--- src/rtl/fifo_pkg.sv ---
// Shared async-FIFO definitions: default geometry and Gray/binary helpers.
package fifo_pkg;

    localparam int unsigned FIFO_ASIZE = 4;
    localparam int unsigned DEPTH      = 2 ** FIFO_ASIZE;
    localparam int unsigned PTR_W      = FIFO_ASIZE + 1;

    // Width-agnostic: callers cast the result down to their pointer width.
    function automatic logic [31:0] bin2gray(input logic [31:0] bin);
        return bin ^ (bin >> 1);
    endfunction

    // Only the low 'width' bits of 'gray' are meaningful.
    function automatic logic [31:0] gray2bin(input logic [31:0] gray, input int unsigned width);
        logic [31:0] bin;
        bin = '0;
        for (int i = 31; i >= 0; i--) begin
            if (i < int'(width)) begin
                bin[i] = gray[i] ^ ((i == 31) ? 1'b0 : bin[i+1]);
            end
        end
        return bin;
    endfunction

endpackage

--- src/rtl/fifo_gray2bin.sv ---
// Combinational Gray-to-binary converter (XOR prefix from the MSB down).
module fifo_gray2bin #(
    parameter int unsigned W = 5
) (
    input  logic [W-1:0] gray_i,
    output logic [W-1:0] bin_o
);

    // Each binary bit is the XOR of all Gray bits at and above it.
    always_comb begin
        bin_o = '0;
        for (int i = 0; i < int'(W); i++) begin
            bin_o[i] = ^(gray_i >> i);
        end
    end

endmodule

--- src/rtl/fifo_rptr_empty.sv ---
// Read-side pointer, empty/almost-empty/level status and sticky underflow for the async FIFO.
module fifo_rptr_empty
    import fifo_pkg::*;
#(
    parameter int unsigned ASIZE     = 4,
    parameter int unsigned AE_THRESH = 2
) (
    input  logic             rclk,
    input  logic             rrstn_n,
    input  logic             rinc,
    input  logic             rerr_clr,
    input  logic [ASIZE:0]   rs_wptr,
    output logic [ASIZE-1:0] raddr,
    output logic [ASIZE:0]   rptr,
    output logic             rempty,
    output logic             ralmost_empty,
    output logic [ASIZE:0]   rlevel,
    output logic             runderflow
);

    localparam int unsigned PtrW = ASIZE + 1;

    logic [ASIZE:0] rbin_q, rbin_d;
    logic [ASIZE:0] rptr_q, rptr_d;
    logic [ASIZE:0] rlevel_q, rlevel_d;
    logic           rempty_q, rempty_d;
    logic           rae_q, rae_d;
    logic           runderflow_q, runderflow_d;
    logic [ASIZE:0] wbin_s;
    logic           rd_ok;

    fifo_gray2bin #(
        .W (PtrW)
    ) u_wptr_g2b (
        .gray_i (rs_wptr),
        .bin_o  (wbin_s)
    );

    // Next-state: flags are derived from the post-pop pointer so they move on the same edge.
    always_comb begin
        rd_ok        = rinc & ~rempty_q;
        rbin_d       = rbin_q + {{ASIZE{1'b0}}, rd_ok};
        rptr_d       = PtrW'(bin2gray(32'(rbin_d)));
        rempty_d     = (rptr_d == rs_wptr);
        rlevel_d     = wbin_s - rbin_d;
        rae_d        = (32'(rlevel_d) <= AE_THRESH);
        // Set has priority over clear.
        runderflow_d = (rinc & rempty_q) | (runderflow_q & ~rerr_clr);
    end

    // State update with synchronous active-low reset overriding all inputs.
    always_ff @(posedge rclk) begin
        if (!rrstn_n) begin
            rbin_q       <= '0;
            rptr_q       <= '0;
            rlevel_q     <= '0;
            rempty_q     <= 1'b1;
            rae_q        <= 1'b1;
            runderflow_q <= 1'b0;
        end else begin
            rbin_q       <= rbin_d;
            rptr_q       <= rptr_d;
            rlevel_q     <= rlevel_d;
            rempty_q     <= rempty_d;
            rae_q        <= rae_d;
            runderflow_q <= runderflow_d;
        end
    end

    assign raddr         = rbin_q[ASIZE-1:0];
    assign rptr          = rptr_q;
    assign rempty        = rempty_q;
    assign ralmost_empty = rae_q;
    assign rlevel        = rlevel_q;
    assign runderflow    = runderflow_q;

endmodule

--- config.mk ---
export PLATFORM = sky130hd
export DESIGN_NAME = fifo_rptr_empty
export DESIGN_NICKNAME = d
export VERILOG_FILES = /design/src/rtl/fifo_pkg.sv /design/src/rtl/fifo_gray2bin.sv /design/src/rtl/fifo_rptr_empty.sv
export SDC_FILE = /design/constraint.sdc
export NUM_CORES = 1
export LEC_CHECK = 0
export ABC_AREA = 1
export BUFFER_PORTS_ARGS = -buffer_cell sky130_fd_sc_hd__buf_2
export CAP_MARGIN = 20
export CORE_UTILIZATION = 30
export DETAILED_ROUTE_END_ITERATION = 7
export PLACE_DENSITY_LB_ADDON = 0.12
export SKIP_LAST_GASP = 1
export SYNTH_ARGS = -nofsm -noshare
export SYNTH_HDL_FRONTEND = slang
export SYNTH_SLANG_ARGS = --single-unit
--- constraint.sdc ---
create_clock -name rclk -period 2.45 [get_ports rclk]
set_input_delay 0.245 -clock rclk [delete_from_list [all_inputs] [get_ports rclk]]
set_output_delay 0.245 -clock rclk [all_outputs]
set_load 0.02 [all_outputs]
# [Word-level counts from Yosys, hierarchy flattened]
# Index checks and enable logic that the tools add are counted.
[op_classes] n_eq_ne=1 n_bitwise=7 magnitude_cmp=1 n_addsub=2 n_reduce_logical=5
[op_table] op="5-bit parity" count=5
[op_table] op="5-bit by 1-bit adder with 5-bit output" count=1
[op_table] op="5-bit == test" count=1
[op_table] op="5-bit by 2-bit less-or-equal comparator with 1-bit output, second input constant" count=1
[op_table] op="5-bit subtractor" count=1
[op_table] op="5-bit by 4-bit bitwise XOR with 5-bit output" count=1
[op_table] op="1-bit bitwise AND" count=3
[op_table] op="1-bit NOT" count=2
[op_table] op="1-bit OR" count=1
[word_totals] out_inout_bits=17 ff_bits=18 input_bits=9

# [Logic depth before layout (Yosys ltp)]
[depth] depth_word=5 ltp_mapped=17

# [By module]
# Synthesis repeated with hierarchy kept, for this count alone.
[unflattened] hier_cells=186 area_unflattened_um2=1167.4
[modules_own_cells] mod="fifo_rptr_empty" instances=1 cells_each=165 area_each_um2=1049.8
[modules_own_cells] mod="fifo_gray2bin" instances=1 cells_each=21 area_each_um2=117.6

# [Least setup slack after synthesis]
# No wires, ideal clock.
[synth_path] kind="flip-flop to flip-flop" startpoint="register rempty_q (netlist: rempty)" endpoint="register rae_q (netlist: ralmost_empty)" required_time_ps=2337 path_stages_with_launch=17 path_slack_ps=280 t_arrival_ps=2057 cell_sequence="dfxtp_1 nor2_1 ha_1 ha_1 inv_1 nand3_4 nand2_1 inv_1 ha_1 inv_1 nand2_4 nand3_2 nand2_1 nand2_1 nand2_1 nor2_2 nor2_2"
[synth_via] elab_chain_cells=5
[synth_lines] item="start, declared" line="fifo_rptr_empty.sv:26" source="logic rempty_q, rempty_d;"
[synth_lines] item="start signal, assigned" line="fifo_rptr_empty.sv:64" source="rempty_q <= rempty_d;"
[synth_lines] item="1-bit NOT" line="fifo_rptr_empty.sv:41" source="rd_ok = rinc & ~rempty_q;"
[synth_lines] item="1-bit bitwise AND" line="fifo_rptr_empty.sv:41"
[synth_lines] item="5-bit by 1-bit adder with 5-bit output" line="fifo_rptr_empty.sv:42" source="rbin_d = rbin_q + {{ASIZE{1'b0}}, rd_ok};"
[synth_lines] item="via rbin_d[1]" line="fifo_rptr_empty.sv:23" source="logic [ASIZE:0] rbin_q, rbin_d;"
[synth_lines] item="5-bit subtractor" line="fifo_rptr_empty.sv:45" source="rlevel_d = wbin_s - rbin_d;"
[synth_lines] item="5-bit by 2-bit less-or-equal comparator with 1-bit output" line="fifo_rptr_empty.sv:46" source="rae_d = (32'(rlevel_d) <= AE_THRESH);"
[synth_lines] item="end signal, assigned" line="fifo_rptr_empty.sv:65" source="rae_q <= rae_d;"
[synth_lines] item="end, declared" line="fifo_rptr_empty.sv:27" source="logic rae_q, rae_d;"
# The timed path passes the listed nets, and every way through them passes these cells.
# A chain may end at the register's enable or synchronous reset.

# [Worst setup path after layout]
# Ends and elaborated chain as after synthesis.

==> summary.txt <==
Clock network
  • Reg clk slew, reported paths: 90 ps
  • Post_cts resized: 0
  • H-tree depth: 1
  • CTS tree: yes
  • CTS max path bufs: 2
  • Total CTS buffers: 3
  • Clock Sinks: 17
  • Clk root buf: clkbuf_4
  • Worst-skew pair later-pin latency: 280 ps
  • Post-CTS setup buffer count: 0
  • Hold_buf cts: 0

Worst setup path
  • CP Data Required Time: 2640 ps
  • Crit path arrival time: 2410 ps
  • Peak fanout along the critical path: 5
  • Crit. End Element: flip-flop
  • Startpoint class of the critical path: flip-flop
  • Crit path kind: reg -> reg

Logic synthesis
  • Avg Inst Size Synth: 7.30 um2
  • Largest area contributor in the netlist: dfxtp_1
  • Flops & latches, synth: 17
  • Top cells by area, synth: dfxtp_1, nand2_1, xor2_1, inv_1, ha_1
  • Synthesized area: 0.00104 mm2
  • Syn Nets: 157
  • Yosys Warn Count: 0
  • Register area share after synthesis: 32.6%
  • Mapped Cells: 143
  • Synth top area share: 32.6%
  • Netlist cell types: 21

Flow run
  • Maxcap violations: 0

Worst hold path
  • Worst hold path class: in -> reg

STA
  • Max-slew violation count: 0
  • Fmax: 0.450 GHz
  • Worst Skew: 4.02 ps
  • Final hold vios: 0
  • Tcrit/Tclk final: 90.7%
  • Fin Setup TNS: 0 ps
  • Worst-margin pin slew: 291 ps
  • Slew HR: 80.5%
  • Fin crit period: 2220 ps
  • RSZ-0062 raised after global routing: no
  • Final setup vio count: 0

Final layout
  • Post-route core utilization: 37.3%
  • # fillers: 378
  • Final nets: 186
  • Final Cell Area: 0.00125 mm2
  • Area Growth Syn to Fin: 19.4%
  • Share of cells above drive strength 1: 33.3%
  • Number of diodes: 0

Global routing
  • Largest net degree at the start of global routing: 11
  • Gr ovfl total: 0
  • Met3 Use GR: 2.56%
  • Vias in the first global route: 764
  • Gr busiest metal: met2
  • GR Util met1: 14.7%
  • Initial antenna violation count: 0
  • All-layer global routing usage: 12.2%
  • First-pass GRT wire length: 3250 um
  • M2 GR Usage: 20.7%

Floorplanning
  • Core area: 0.00334 mm2
  • Cell Rows: 21
  • Initial core utilization: 31.3%
  • Die Ht: 61.0 um
  • Ports: 26
  • Die area: 0.00372 mm2
  • Chip Width: 61.0 um

Placed design
  • Dpl cell area: 0.00122 mm2
  • Post-DP HPWL: 1720 um
  • GPL Wtd Cong: 0.793
  • I/O Buffers: 25

Detailed routing
  • Routed Antenna Nets: 0
  • Initial drt markers: 16
  • Vias per cell: 4.13
  • Final WL: 2000 um
  • DRC viols: 0
  • Vias: 897
  • Wire length per cell: 9.24 um
  • Drt pass-1 iters: 4

Run status
  • Status: finished clean

Power
  • Worst vdd ir: 0.132 mV
  • PwrDens: 528 mW/mm2
  • Design Power: 0.658 mW
  • Static leakage: 0.681 nW
## cell usage after synthesis, drive strengths merged
cell type	count
dfxtp	17
nor2	23
xnor2	2
clkinv	1
xor2	9
nand3	11
a21oi	2
inv	21
nor3b	1
buf	1
nand4	2
nand2	48
ha	5
## final timing paths
kind | end | start | slack, ps | cells past startpoint
worst max register to register | ralmost_empty | rempty | 230 | 16
worst min-delay path | runderflow | rerr_clr | 190 | 4
worst max-delay path | ralmost_empty | rempty | 230 | 16
worst min register to register | runderflow | runderflow | 460 | 2
## cell families (layout without fill, tap and decap cells)
kind of cell / after synthesis / after routing / share of synthesized area (%)
AND/OR/NAND/NOR: 85 / 85 / 41.8
buffers and inverters: 23 / 51 / 8.63
flip-flops: 17 / 17 / 32.6
XOR/XNOR: 11 / 11 / 9.95
adder cells (fa/ha/maj): 5 / 5 / 6.00
AO/OA/AOI/OAI: 2 / 2 / 0.959
## flip-flops by register name (all words and copies together), names as in the netlist
| name | count |
|---|---|
| ralmost_empty | 1 |
| rbin_q | 5 |
| runderflow | 1 |
| rempty | 1 |
| rptr | 4 |
| rlevel | 5 |
## critical path, cell delays in order (launching register included)
cell	delay (ps)
dfxtp_1	360
nor2_1	60
ha_1	220
ha_1	390
inv_1	130
nand3_4	110
nand2_1	80
inv_1	40
ha_1	190
inv_1	90
nand2_4	60
nand3_2	50
nand2_1	70
nand2_1	70
nand2_1	60
nor2_2	110
nor2_2	50
## cells in the final DEF, fill, tap and decap left out
master    netlist  routed
nand2_4         4       4
clkinv_2        0       1
clkinv_1        1       1
buf_2           0      25
clkbuf_4        0       3
nor2_4          1       1
nor3b_1         1       1
nand3_1         9       9
nand2_2         9       9
dfxtp_1        17      17
a21oi_1         2       2
xnor2_2         1       1
nand4_1         2       2
inv_2           4       4
nor2_2          7       7
nor2_1         15      15
inv_1          17      17
xnor2_1         1       1
nand3_4         1       1
xor2_1          9       9
nand3_2         1       1
ha_1            5       5
nand2_1        35      35
## layer usage
metal  part of all wire, %  vias to the layer above
met5                     0                        -
met1                    48                      391
met4                   1.4                        0
li1                      -                      486
met2                    48                       18
met3                   2.8                        2
## stage by stage
| stage | setup WS (ps) | hold WS (ps) | cells |
|---|---|---|---|
| after detailed placement | 181 | 452 | 213 |
| after CTS | 197 | 184 | 217 |
| final | 228 | 194 | 217 |
| after global placement | 226 | 450 | 213 |
| after floorplan | 280 | 385 | 143 |
| after global routing | 26.0 | 185 | 217 |
## final cells by class
type	count	area (um2)	share of cell area [%]
Clock inverter	1	5.00	0.402
Timing Repair Buffer	25	125	10.0
Sequential cell	17	340	27.3
Tap cell	46	57.6	4.62
Inverter	22	82.6	6.63
Clock buffer	3	22.5	1.81
Multi-Input combinational cell	103	613	49.2
## report_power, final
group	internal (mW)	leakage (nW)	switching, mW
clock network	0.0606	0.0177	0.0822
registers	0.299	0.140	0.00622
logic	0.0773	0.524	0.132
total	0.437	0.681	0.221
No activity file was read; power rests on OpenSTA's default activity.
